<file path="config.mk">
export PLATFORM = sky130hd
export DESIGN_NAME = alu_op_sequencer_flat
export DESIGN_NICKNAME = d
export VERILOG_FILES = /design/src/rtl/alu_op_sequencer_if.sv /design/src/rtl/alu_op_sequencer.sv /design/src/flat_wrapper.sv
export SDC_FILE = /design/constraint.sdc
export NUM_CORES = 1
export LEC_CHECK = 0
export BUFFER_PORTS_ARGS = -buffer_cell sky130_fd_sc_hd__buf_2
export CORE_ASPECT_RATIO = 1.1
export CORE_UTILIZATION = 47
export CTS_CLUSTER_SIZE = 10
export DETAILED_ROUTE_END_ITERATION = 7
export GPL_TIMING_DRIVEN = 1
export HOLD_SLACK_MARGIN = 0.15
export PLACE_DENSITY = 0.68
export SLEW_MARGIN = 20
export SYNTH_ARGS = -nofsm -noshare
export SYNTH_HDL_FRONTEND = slang
export SYNTH_SLANG_ARGS = --single-unit
</file>
<file path="constraint.sdc">
create_clock -name clk -period 5.3 [get_ports clk]
set_clock_uncertainty 0.1 [all_clocks]
set_input_delay 0.795 -clock clk [delete_from_list [all_inputs] [get_ports clk]]
set_output_delay 0.795 -clock clk [all_outputs]
set_load 0.005 [all_outputs]
</file>
<file path="src/rtl/alu_op_sequencer_if.sv">
`default_nettype none
// ============================================================================
// Module : alu_op_sequencer_if
// Brief  : Command, response and ALU-pin bundle for alu_op_sequencer.
// Rev    : 1.0 - initial release
// ============================================================================
interface alu_op_sequencer_if #(
   parameter int DATA_W = 32,
   parameter int OP_W   = 3,
   parameter int CNT_W  = 16
);
   logic              cmd_valid;
   logic              cmd_ready;
   logic [OP_W-1:0]   cmd_opcode;
   logic [DATA_W-1:0] cmd_a;
   logic [DATA_W-1:0] cmd_b;

   logic              rsp_valid;
   logic              rsp_ready;
   logic [DATA_W-1:0] rsp_result;
   logic [OP_W-1:0]   rsp_opcode;

   logic              alu_en;
   logic [OP_W-1:0]   alu_opcode;
   logic [DATA_W-1:0] alu_a;
   logic [DATA_W-1:0] alu_b;
   logic [DATA_W-1:0] alu_result;

   logic              busy;
   logic [CNT_W-1:0]  op_count;

   // master: command source, response sink and the ALU itself
   modport master (
      output cmd_valid, cmd_opcode, cmd_a, cmd_b, rsp_ready, alu_result,
      input  cmd_ready, rsp_valid, rsp_result, rsp_opcode,
             alu_en, alu_opcode, alu_a, alu_b, busy, op_count
   );

   modport slave (
      input  cmd_valid, cmd_opcode, cmd_a, cmd_b, rsp_ready, alu_result,
      output cmd_ready, rsp_valid, rsp_result, rsp_opcode,
             alu_en, alu_opcode, alu_a, alu_b, busy, op_count
   );
endinterface
`default_nettype wire

</file>
<file path="src/rtl/alu_op_sequencer.sv">
`default_nettype none
// ============================================================================
// Module : alu_op_sequencer
// Brief  : Queues ALU commands and issues them one at a time, returning results.
// Rev    : 1.0 - initial release
// ============================================================================
module alu_op_sequencer #(
   parameter int DATA_W  = 32,
   parameter int OP_W    = 3,
   parameter int DEPTH   = 4,
   parameter int ALU_LAT = 1,
   parameter int CNT_W   = 16
) (
   input  logic              clk,
   input  logic              rst_n,
   alu_op_sequencer_if.slave bus
);

   localparam int c_AW    = $clog2(DEPTH);
   localparam int c_ENT_W = OP_W + 2 * DATA_W;
   localparam int c_CW    = (ALU_LAT > 1) ? $clog2(ALU_LAT) : 1;
   localparam logic [c_CW-1:0] c_CNT_LOAD = c_CW'(ALU_LAT - 1);

   typedef enum logic [1:0] {
      S_IDLE = 2'd0,
      S_WAIT = 2'd1,
      S_HOLD = 2'd2
   } state_t;

   state_t              r_state;
   state_t              w_state_nxt;

   logic [c_ENT_W-1:0]  r_mem [DEPTH];
   logic [c_AW:0]       r_wptr;
   logic [c_AW:0]       r_rptr;
   logic [c_ENT_W-1:0]  w_head;
   logic                w_empty;
   logic                w_full;
   logic                w_push;
   logic                w_pop;
   logic                w_capture;
   logic                w_done;

   logic [c_CW-1:0]     r_cnt;
   logic                r_alu_en;
   logic [OP_W-1:0]     r_alu_opcode;
   logic [DATA_W-1:0]   r_alu_a;
   logic [DATA_W-1:0]   r_alu_b;
   logic                r_rsp_valid;
   logic [DATA_W-1:0]   r_rsp_result;
   logic [OP_W-1:0]     r_rsp_opcode;
   logic [CNT_W-1:0]    r_op_count;

   // Pointers carry one extra wrap bit to tell full from empty.
   assign w_empty = (r_wptr == r_rptr);
   assign w_full  = (r_wptr[c_AW] != r_rptr[c_AW]) &&
                    (r_wptr[c_AW-1:0] == r_rptr[c_AW-1:0]);
   assign w_push  = bus.cmd_valid && !w_full;
   assign w_head  = r_mem[r_rptr[c_AW-1:0]];

   always_ff @(posedge clk) begin
      if (w_push) begin
         r_mem[r_wptr[c_AW-1:0]] <= {bus.cmd_opcode, bus.cmd_a, bus.cmd_b};
      end
   end

   always_ff @(posedge clk or negedge rst_n) begin
      if (!rst_n) begin
         r_state <= S_IDLE;
      end else begin
         r_state <= w_state_nxt;
      end
   end

   always_comb begin
      w_state_nxt = r_state;
      w_pop       = 1'b0;
      w_capture   = 1'b0;
      w_done      = 1'b0;
      case (r_state)
         S_IDLE: begin
            if (!w_empty) begin
               w_pop       = 1'b1;
               w_state_nxt = S_WAIT;
            end
         end
         S_WAIT: begin
            if (r_cnt == '0) begin
               w_capture   = 1'b1;
               w_state_nxt = S_HOLD;
            end
         end
         S_HOLD: begin
            if (r_rsp_valid && bus.rsp_ready) begin
               w_done      = 1'b1;
               w_state_nxt = S_IDLE;
            end
         end
         default: w_state_nxt = S_IDLE;
      endcase
   end

   always_ff @(posedge clk or negedge rst_n) begin
      if (!rst_n) begin
         r_wptr       <= '0;
         r_rptr       <= '0;
         r_cnt        <= '0;
         r_alu_en     <= 1'b0;
         r_alu_opcode <= '0;
         r_alu_a      <= '0;
         r_alu_b      <= '0;
         r_rsp_valid  <= 1'b0;
         r_rsp_result <= '0;
         r_rsp_opcode <= '0;
         r_op_count   <= '0;
      end else begin
         if (w_push) begin
            r_wptr <= r_wptr + (c_AW+1)'(1);
         end
         // ALU operands stay on the pins after the op until the next pop.
         if (w_pop) begin
            r_rptr       <= r_rptr + (c_AW+1)'(1);
            r_alu_opcode <= w_head[c_ENT_W-1 -: OP_W];
            r_alu_a      <= w_head[2*DATA_W-1 -: DATA_W];
            r_alu_b      <= w_head[DATA_W-1:0];
            r_alu_en     <= 1'b1;
            r_cnt        <= c_CNT_LOAD;
         end else if ((r_state == S_WAIT) && (r_cnt != '0)) begin
            r_cnt <= r_cnt - c_CW'(1);
         end
         if (w_capture) begin
            r_rsp_result <= bus.alu_result;
            r_rsp_opcode <= r_alu_opcode;
            r_alu_en     <= 1'b0;
            r_rsp_valid  <= 1'b1;
         end
         if (w_done) begin
            r_rsp_valid <= 1'b0;
            r_op_count  <= r_op_count + CNT_W'(1);
         end
      end
   end

   assign bus.cmd_ready  = !w_full;
   assign bus.rsp_valid  = r_rsp_valid;
   assign bus.rsp_result = r_rsp_result;
   assign bus.rsp_opcode = r_rsp_opcode;
   assign bus.alu_en     = r_alu_en;
   assign bus.alu_opcode = r_alu_opcode;
   assign bus.alu_a      = r_alu_a;
   assign bus.alu_b      = r_alu_b;
   assign bus.busy       = (r_state != S_IDLE) || !w_empty;
   assign bus.op_count   = r_op_count;

endmodule
`default_nettype wire

</file>
<file path="src/flat_wrapper.sv">
// flat-port wrapper written by rule: the top's interface ports become plain ports
module alu_op_sequencer_flat 
#(
   parameter int DATA_W  = 32,
   parameter int OP_W    = 3,
   parameter int DEPTH   = 4,
   parameter int ALU_LAT = 1,
   parameter int CNT_W   = 16
)
  (clk, rst_n, bus_cmd_valid, bus_cmd_opcode, bus_cmd_a, bus_cmd_b, bus_rsp_ready, bus_alu_result, bus_cmd_ready, bus_rsp_valid, bus_rsp_result, bus_rsp_opcode, bus_alu_en, bus_alu_opcode, bus_alu_a, bus_alu_b, bus_busy, bus_op_count);
  alu_op_sequencer_if #(.DATA_W(DATA_W), .OP_W(OP_W), .CNT_W(CNT_W)) bus_i ();
  input  logic clk;
  input  logic rst_n;
  input wire logic [$bits(bus_i.cmd_valid)-1:0] bus_cmd_valid;
  input wire logic [$bits(bus_i.cmd_opcode)-1:0] bus_cmd_opcode;
  input wire logic [$bits(bus_i.cmd_a)-1:0] bus_cmd_a;
  input wire logic [$bits(bus_i.cmd_b)-1:0] bus_cmd_b;
  input wire logic [$bits(bus_i.rsp_ready)-1:0] bus_rsp_ready;
  input wire logic [$bits(bus_i.alu_result)-1:0] bus_alu_result;
  output wire logic [$bits(bus_i.cmd_ready)-1:0] bus_cmd_ready;
  output wire logic [$bits(bus_i.rsp_valid)-1:0] bus_rsp_valid;
  output wire logic [$bits(bus_i.rsp_result)-1:0] bus_rsp_result;
  output wire logic [$bits(bus_i.rsp_opcode)-1:0] bus_rsp_opcode;
  output wire logic [$bits(bus_i.alu_en)-1:0] bus_alu_en;
  output wire logic [$bits(bus_i.alu_opcode)-1:0] bus_alu_opcode;
  output wire logic [$bits(bus_i.alu_a)-1:0] bus_alu_a;
  output wire logic [$bits(bus_i.alu_b)-1:0] bus_alu_b;
  output wire logic [$bits(bus_i.busy)-1:0] bus_busy;
  output wire logic [$bits(bus_i.op_count)-1:0] bus_op_count;
  assign bus_i.cmd_valid = bus_cmd_valid;
  assign bus_i.cmd_opcode = bus_cmd_opcode;
  assign bus_i.cmd_a = bus_cmd_a;
  assign bus_i.cmd_b = bus_cmd_b;
  assign bus_i.rsp_ready = bus_rsp_ready;
  assign bus_i.alu_result = bus_alu_result;
  assign bus_cmd_ready = bus_i.cmd_ready;
  assign bus_rsp_valid = bus_i.rsp_valid;
  assign bus_rsp_result = bus_i.rsp_result;
  assign bus_rsp_opcode = bus_i.rsp_opcode;
  assign bus_alu_en = bus_i.alu_en;
  assign bus_alu_opcode = bus_i.alu_opcode;
  assign bus_alu_a = bus_i.alu_a;
  assign bus_alu_b = bus_i.alu_b;
  assign bus_busy = bus_i.busy;
  assign bus_op_count = bus_i.op_count;
  alu_op_sequencer #(.DATA_W(DATA_W), .OP_W(OP_W), .DEPTH(DEPTH), .ALU_LAT(ALU_LAT), .CNT_W(CNT_W)) u_core (.clk(clk), .rst_n(rst_n), .bus(bus_i));
endmodule
</file>
==> reports/qor.yml, run 1 <==
status: "finished clean"
grt_overflow_total: 0
ys_seq_area_frac: 0.7654
drt-initial-drc-count: 423
ys.warnings.count: 0
syn_avg_cell_area_um2: 21.70
slew_headroom: 0.3621
final_antenna_net_count: 0
crit_chain: "xnor2_1 -> nand3_1 -> or3_1 -> buf_2"
grt_pass1_wl_mm: 42.57
met3_length_mm: 2.257
cp.depth: 4
drive_gt1_frac: 0.4508
end_kind: "output port"
synth_fp_nets: 788
p_leak_nw: 6.643
clk_latency_ns: 0.53
vias: 7142
initial_core_util: 0.4801
top_layer: "met5"
met1_length_mm: 11.62
grt_max_degree: 98
cts_tree: "done"
power_density_nw_per_um2: 597.8
cts-resized-gates: 0
dp_hpwl_mm: 16.08
wire_per_inst_um: 19.74
cts_buffers: 45
drc: 0
startpoint_type: "flop"
placedCellCount: 1297
ioPinCount: 225
fin_ws_ns: 2.168
dpl_worst_slack_ns: 2.355
period_minus_slack_ns: 3.132
antenna_found_initial: 4
fin_cells: 1381
r2r.worst_path.cells: 4
synth_seq_cells: 397
grt_pass1_vias: 7461
row_count: 67
cpPeakStageDelay_ns: 0.66
slew_violations: 0
nets: 1041
tns_ns: 0
clkSlewWorstSetupHoldPaths_ns: 0.05
clock-sinks: 397
portBuffers: 224
utilization: 0.5739
synth_ff_type: "edfxtp_1"
rsz0062_at_grt: "false"
synthTopCellsByArea: "edfxtp_1 55%, dfrtp_1 22%, mux4_2 10%"
synth.largest_area_cell: "edfxtp_1"
dr_wl_met2_mm: 12.86
async_flop_share: 0.3249
required_ns: 4.41
finalWeightedCongestion: 0.7395
crit_buf_inv: 1
dieArea_um2: 32060
cts_setup_buffers: 0
setup_violations: 0
ctsHoldBuffers: 0
area_growth_pct: 19.53
synth_cell_types: 33
cp_max_fo: 27
worst_slew_pin_slew_ns: 0.9569
synthCells: 679
final_hold_viol_count: 0
die_w_um: 170.8
drt-vias-per-instance: 5.172
drt_wl_total_mm: 27.26
drt-pass1-iter-count: 4
die_h_um: 187.7
fp.coreArea_um2: 30680
clockBufferDepth: 3
critPathTopFamily: "flip-flops"
synthesis.area_um2: 14730
arrival_ns: 2.24
hold_path.class: "primary input to async pin"
grt_use_total: 0.1749
max_freq_mhz: 319.3
finalPower_mw: 10.53
synth_top_area_frac: 0.5463
root_buffer: "clkbuf_16"
cap_violations: 0
synth_edf_count: 268
vdd_ir_drop_max_uv: 360.1
min_period_over_period: 0.5909
crit_slowest_cell: "dfrtp_4"
htreeDepth: 2
crit_type: "flop to output port"
layout by cell type, fill, tap and decap left out, types with 3 or more instances in the layout:
cell type / instances
buf_4: 9
clkbuf_16: 45
and3_4: 4
mux2_2: 74
xor2_1: 5
mux2_4: 3
buf_2: 223
dfrtp_1: 127
nand2_1: 15
ha_1: 6
inv_1: 3
mux4_2: 67
clkbuf_1: 33
edfxtp_1: 268
and2_1: 4
nand3_1: 7
nand4_1: 4
xnor2_1: 17
mux2_1: 27
kinds of logic (layout without fill, tap and decap cells):
family          after synthesis  count (layout)  share of synthesized area
mux                         171             171                     0.1827
fa+ha+maj                     6               6                   0.005096
other cells                   0               2                          0
buf+inv                      32             318                    0.01316
xor+xnor                     22              22                    0.01308
flops                       397             397                     0.7654
simple gates                 46              46                    0.01707
compound gates                5               5                   0.003482
worst paths after layout:
path | start | endpoint | slack (ns)
max | u_core.r_rptr[1]$_DFFE_PN0P_ | bus_busy | 2.17
min | rst_n | u_core.bus.op_count[5]$_DFFE_PN0P_ | 0.29
max reg2reg | u_core.r_rptr[1]$_DFFE_PN0P_ | u_core.r_mem[0][10]$_DFFE_PP_ | 2.46
min reg2reg | u_core.bus.op_count[15]$_DFFE_PN0P_ | u_core.bus.op_count[15]$_DFFE_PN0P_ | 0.37
max in group asynchronous | rst_n | u_core.bus.alu_b[8]$_DFFE_PN0P_ | 3.76
min in group clk | u_core.bus.op_count[15]$_DFFE_PN0P_ | u_core.bus.op_count[15]$_DFFE_PN0P_ | 0.37
report_power, final:
part | leakage (nW) | switching (mW) | internal (mW) | total, mW
combinational | 2.04 | 1.46 | 1.63 | 3.09
clock | 0.603 | 1.11 | 1.59 | 2.70
sequential | 4.00 | 0.407 | 4.33 | 4.74
total | 6.64 | 2.98 | 7.55 | 10.5
flip-flops by register name, summed over array words and instances (netlist names):
signal	flops
u_core.r_mem	268
u_core.bus.alu_a	32
u_core.bus.alu_b	32
u_core.bus.rsp_result	32
u_core.bus.op_count	16
u_core.bus.alu_opcode	3
u_core.bus.rsp_opcode	3
u_core.r_rptr	3
u_core.r_wptr	3
u_core.r_state	2
u_core.bus.alu_en	1
u_core.bus.rsp_valid	1
u_core.r_cnt	1
cell type report:
type | count | area, um2
well taps | 414 | 518.0
diodes | 2 | 5.005
repair buffers | 235 | 1242
clock buffers | 78 | 1250
clock inverters | 2 | 17.52
multi-input cells | 250 | 3282
inverters | 3 | 11.26
fillers | 2376 | 13070
flip-flops and latches | 397 | 11280
cell usage after synthesis (2+ instances only):
library cell  instances
buf_4                 2
and3_1                6
xor2_1                5
and2_1                4
ha_1                  6
mux2_1               27
mux4_2               67
nand2_1              15
nand4_1               4
buf_2                10
nor2_1                2
mux2_4                3
clkbuf_1              9
nand3_1               7
inv_1                 3
dfrtp_1             129
mux2_2               74
buf_6                 7
edfxtp_1            268
xnor2_1              17
nor3_1                2
stage by stage:
stage	cell area, um2	hold slack, ns
after global placement	16290	0.3590
after CTS	17560	0.3367
after global routing	17600	0.3563
after detailed placement	16290	0.3634
after floorplan	14730	0.3619
final	17610	0.2898
per-layer routing:
metal  GRT usage  vias up
li1            -     3206
met1      0.2280     3650
met2      0.2824      235
met3     0.05720       47
met4     0.04574        4
met5           0        -
worst register-to-register path, delay by kind of cell, from the launching register on:
kind	cells	cell delay [ns]
buffers and inverters	1	0.47
AND/OR/NAND/NOR	2	1.00
flip-flops	1	0.70
XOR/XNOR	1	0.23
No activity file was read; power rests on OpenSTA's default activity.
==> run 2: changes to the inputs <==
==> constraint.sdc (replaced) <==
create_clock -name clk -period 3.19 [get_ports clk]
set_clock_uncertainty 0.1 [all_clocks]
set_input_delay 0.4785 -clock clk [delete_from_list [all_inputs] [get_ports clk]]
set_output_delay 0.4785 -clock clk [all_outputs]
set_load 0.005 [all_outputs]
==> reports/qor.yml, run 2 (same netlist as run 1, synthesis figures left out) <==
crit_type: "flop to output port"  # unchanged
clkSlewWorstSetupHoldPaths_ns: 0.05  # about the same
dp_hpwl_mm: 16.62  # was 16.08 mm
ioPinCount: 225  # unchanged
fp.coreArea_um2: 30680  # unchanged
tns_ns: 0  # unchanged
cts_buffers: 45  # unchanged
drive_gt1_frac: 0.4101  # was 0.4508
cts_tree: "done"  # unchanged
clockBufferDepth: 3  # unchanged
layout_common_cells: "268 x edfxtp_1, 223 x buf_2, 127 x dfrtp_1, 100 x dlygate4sd3_1, 74 x mux2_2"  # was 268 x edfxtp_1, 223 x buf_2, 127 x dfrtp_1, 74 x mux2_2, 67 x mux4_2
min_path_cells: 3
grt_pass1_wl_mm: 44.22  # was 42.57 mm
worst_slew_pin_slew_ns: 1.038  # was 0.9569 ns
cts_setup_buffers: 0  # unchanged
initial_core_util: 0.4801  # unchanged
max_freq_mhz: 391.3
drc: 0  # unchanged
grt_overflow_total: 0  # unchanged
drt-initial-drc-count: 444  # was 423
grt_max_degree: 89  # was 98
rsz0062_at_grt: "false"  # unchanged
rrSetupSlack_ns: 0.82  # was 2.46 ns
vdd_ir_drop_max_uv: 711.7  # was 360.1 uV
root_buffer: "clkbuf_16"  # unchanged
hold_path.class: "primary input to flop"  # was primary input to async pin
clock-sinks: 397  # unchanged
vias: 7540  # was 7142
end_kind: "output port"  # unchanged
cap_violations: 0  # unchanged
r2r.worst_path.cells: 4  # unchanged
layout_commonest_cell: "edfxtp_1"  # unchanged
setup_violations: 0  # unchanged
drt-vias-per-instance: 5.077  # was 5.172
row_count: 67  # unchanged
grt_pass1_vias: 8008  # was 7461
cp_max_fo: 3  # was 27
arrival_ns: 1.98  # was 2.24 ns
utilization: 0.6099  # was 0.5739
startpoint_type: "flop"  # unchanged
antenna_found_initial: 4  # unchanged
required_ns: 2.61  # was 4.41 ns
power_density_nw_per_um2: 947.9  # was 597.8 nW/um2
largest_register_ffs: 268  # unchanged
wire_per_inst_um: 18.99  # was 19.74 um
finalWeightedCongestion: 0.7166  # was 0.7395
slew_violations: 0  # unchanged
grt_use_total: 0.1813  # was 0.1749
drt_wl_total_mm: 28.21  # was 27.26 mm
min_period_over_period: 0.8012
drt-pass1-iter-count: 4  # unchanged
slew_headroom: 0.3079  # was 0.3621
htreeDepth: 2  # unchanged
p_leak_nw: 7.103  # was 6.643 nW
status: "finished clean"  # unchanged
nets: 1144  # was 1041
final_hold_viol_count: 0  # unchanged
die_h_um: 187.7  # unchanged
dieArea_um2: 32060  # unchanged
final_antenna_net_count: 0  # unchanged
die_w_um: 170.8  # unchanged
clk_latency_ns: 0.52  # was 0.53 ns
period_minus_slack_ns: 2.556
area_growth_pct: 27.03  # was 19.53%
portBuffers: 224  # unchanged
run 2: worst paths after layout:
kind	start	end
max in group asynchronous	rst_n	u_core.bus.op_count[11]$_DFFE_PN0P_
min in group asynchronous	rst_n	u_core.bus.alu_b[29]$_DFFE_PN0P_
worst min-delay path	bus_cmd_valid	u_core.r_wptr[0]$_DFFE_PN0N_
worst min register to register	u_core.bus.op_count[15]$_DFFE_PN0P_	u_core.bus.op_count[15]$_DFFE_PN0P_
worst max register to register	u_core.r_wptr[2]$_DFFE_PN0N_	u_core.r_mem[3][26]$_DFFE_PP_
worst max-delay path	u_core.r_rptr[0]$_DFFE_PN0P_	bus_busy
run 2: power breakdown:
| part | switching, mW | internal [mW] | total [mW] |
|---|---|---|---|
| combinational | 2.52 | 2.88 | 5.40 |
| sequential | 0.603 | 7.20 | 7.80 |
| clock | 1.85 | 2.69 | 4.54 |
| total | 4.98 | 12.8 | 17.7 |
run 2: repair_timing:
action / in CTS / in global routing
resized for setup: 0 / 0
hold buffers: 100 / 0
endpoints found under the setup margin: 0 / 0
endpoints found under the hold margin: 387 / 0
run 2: final cells by class:
cell class              instances  area [um2]
inverters                       3       11.26
multi-input cells             250        3282
clock inverters                 1       16.27
fillers                      2278       11970
repair buffers                338        2321
clock buffers                  79        1275
well taps                     414       518.0
diodes                          3       7.507
flip-flops and latches        397       11280
run 2: critical path, cell delays in order, from the launching register on:
cell	delay, ns
dfrtp_4	0.49
xnor2_1	0.34
nand3_1	0.16
or3_1	0.32
buf_2	0.15
run 2: through the flow:
stage                     hold slack (ns)  setup WS [ns]  total power [mW]  cell area, um2  std cells
after detailed placement           0.3682         0.7778             13.34           16410       1302
after global placement             0.3555         0.8074             13.23           16410       1302
final                              0.2008         0.6342             17.74           18710       1485
after floorplan                   0.08291        0.05692             11.48           14730        679
after CTS                          0.1744         0.5906             18.02           18710       1482
after global routing               0.1993         0.4892             18.75           18710       1484
run 2: routing by layer:
layer  part of all wire  GRT usage  vias to the layer above
met5            0.00046          0                        -
met2               0.49     0.2991                      239
met1               0.43     0.2459                     3842
met3              0.065    0.04095                       43
li1                   -          -                     3414
met4              0.015    0.04123                        2
==> run 3: changes to the inputs <==
==> constraint.sdc (replaced) <==
create_clock -name clk -period 2.5 [get_ports clk]
set_clock_uncertainty 0.1 [all_clocks]
set_input_delay 0.375 -clock clk [delete_from_list [all_inputs] [get_ports clk]]
set_output_delay 0.375 -clock clk [all_outputs]
set_load 0.005 [all_outputs]
==> reports/qor.yml, run 3 (same netlist as run 1, synthesis figures left out) <==
status: "finished clean"  # unchanged
die_w_um: 170.8  # unchanged
drc: 0  # unchanged
crit_type: "flop to output port"  # unchanged
vdd_ir_drop_max_uv: 763.3  # was 711.7 uV
tns_ns: 0  # unchanged
largest_register_ffs: 268  # unchanged
crit_path_start: "u_core.r_rptr[0]$_DFFE_PN0P_"  # unchanged
end_kind: "output port"  # unchanged
clk_latency_ns: 0.55  # was 0.52 ns
finalWeightedCongestion: 0.7385  # was 0.7166
finalInstanceArea_um2: 18860  # was 18710 um2
slew_headroom: 0.6115  # was 0.3079
antenna_found_initial: 1  # was 4
drt-initial-drc-count: 480  # was 444
worst_slew_pin_slew_ns: 0.5827  # was 1.038 ns
portBuffers: 224  # unchanged
power_density_nw_per_um2: 1222  # was 947.9 nW/um2
vias: 7632  # was 7540
reg2reg_to: "u_core.bus.alu_a[3]$_DFFE_PN0P_"  # was u_core.r_mem[3][26]$_DFFE_PP_
fp.coreArea_um2: 30680  # unchanged
grt_overflow_total: 0  # unchanged
p_leak_nw: 7.181  # was 7.103 nW
drt_wl_total_mm: 28.94  # was 28.21 mm
grt_pass1_vias: 8058  # was 8008
dpl_cell_area_um2: 16440  # was 16410 um2
finalPower_mw: 23.05  # was 17.74 mW
layout_commonest_cell: "edfxtp_1"  # unchanged
cts_setup_buffers: 0  # unchanged
hold_path.class: "primary input to async pin"  # was primary input to flop
cpPeakStageDelay_ns: 0.52  # was 0.49 ns
startpoint_type: "flop"  # unchanged
final_antenna_net_count: 0  # unchanged
initial_core_util: 0.4801  # unchanged
setup_violations: 0  # unchanged
drive_gt1_frac: 0.4185  # was 0.4101
crit_chain: "xnor2_4 -> nand3_1 -> or3_1 -> buf_2"  # was xnor2_1 -> nand3_1 -> or3_1 -> buf_2
final_hold_viol_count: 0  # unchanged
min_period_over_period: 0.9742
slew_violations: 0  # unchanged
cp_max_fo: 3  # unchanged
crit_slowest_cell: "dfrtp_4"  # unchanged
dieArea_um2: 32060  # unchanged
regToRegStartpoint: "u_core.r_rptr[0]$_DFFE_PN0P_"  # was u_core.r_wptr[2]$_DFFE_PN0N_
max_freq_mhz: 410.6
nets: 1149  # was 1144
layout_common_cells: "268 x edfxtp_1, 223 x buf_2, 127 x dfrtp_1, 102 x dlygate4sd3_1, 74 x mux2_2"  # was 268 x edfxtp_1, 223 x buf_2, 127 x dfrtp_1, 100 x dlygate4sd3_1, 74 x mux2_2
die_h_um: 187.7  # unchanged
cts_buffers: 46  # was 45
utilization: 0.6148  # was 0.6099
drt-vias-per-instance: 5.129  # was 5.077
clockBufferDepth: 3  # unchanged
row_count: 67  # unchanged
r2r.worst_path.cells: 4  # unchanged
htreeDepth: 2  # unchanged
clock-sinks: 397  # unchanged
wire_per_inst_um: 19.45  # was 18.99 um
arrival_ns: 1.96  # was 1.98 ns
clkSlewWorstSetupHoldPaths_ns: 0.06  # was 0.05 ns
ioPinCount: 225  # unchanged
required_ns: 2.03  # was 2.61 ns
root_buffer: "clkbuf_16"  # unchanged
dp_hpwl_mm: 16.41  # was 16.62 mm
drt-pass1-iter-count: 5  # was 4
grt_use_total: 0.1869  # was 0.1813
rrSetupSlack_ns: 0.39  # was 0.82 ns
cts_tree: "done"  # unchanged
grt_pass1_wl_mm: 45.47  # was 44.22 mm
grt_max_degree: 70  # was 89
period_minus_slack_ns: 2.436
area_growth_pct: 28.04  # was 27.03%
cap_violations: 0  # unchanged
[run 3: final cells by class]
cell class,instances,area (um2)
diodes,1,2.502
clock buffers,76,1284
clock inverters,5,68.82
fillers,2227,11820
inverters,3,11.26
multi-input cells,250,3327
flip-flops and latches,397,11280
well taps,414,518.0
repair buffers,342,2369
[run 3: routing by layer]
layer  wire length [um]  vias to the layer above  global-route usage
li1                   -                     3410                   -
met1              12580                     3877              0.2589
met2              13760                      301              0.2983
met3               2141                       44             0.04369
met4                469                        0             0.04955
met5                  0                        -                   0
[run 3: worst max-delay path by stage]
stage                                            endpoint
after CTS                                        bus_busy
after floorplan              u_core.r_mem[3][0]$_DFFE_PP_
after detailed placement  u_core.bus.alu_b[0]$_DFFE_PN0P_
final                                            bus_busy
after global routing                             bus_busy
after global placement    u_core.bus.alu_a[7]$_DFFE_PN0P_
[run 3: where the power goes]
| part | leakage, nW | switching [mW] | internal (mW) |
|---|---|---|---|
| combinational | 2.54 | 3.25 | 3.74 |
| clock | 0.648 | 2.43 | 3.59 |
| sequential | 4.00 | 0.867 | 9.18 |
| total | 7.18 | 6.54 | 16.5 |
[run 3: critical path: cells and delay by family, from the launching register on]
family / cells / cell delay (ns)
DFF: 1 / 0.52
xor gates and xnor gates: 1 / 0.23
and+or+nand+nor: 2 / 0.51
buffers and inverters: 1 / 0.16
[run 3: repair_timing]
| item | 4_1_cts | 5_1_grt |
|---|---|---|
| hold endpoints to repair | 350 | 0 |
| gates resized for setup | 2 | 3 |
| pin swaps | 0 | 0 |
| hold buffers | 102 | 0 |
| setup endpoints to repair | 1 | 1 |
[run 3: metrics by stage]
stage | hold WS, ns | cells | setup slack (ns)
floorplan | -0.02059 | 679 | 0.1252
global placement | 0.3025 | 1304 | 0.3950
detailed placement | 0.3045 | 1304 | 0.3835
CTS | 0.3090 | 1487 | 0.01819
global route | 0.3283 | 1488 | -0.01263
finish | 0.2924 | 1488 | 0.06450
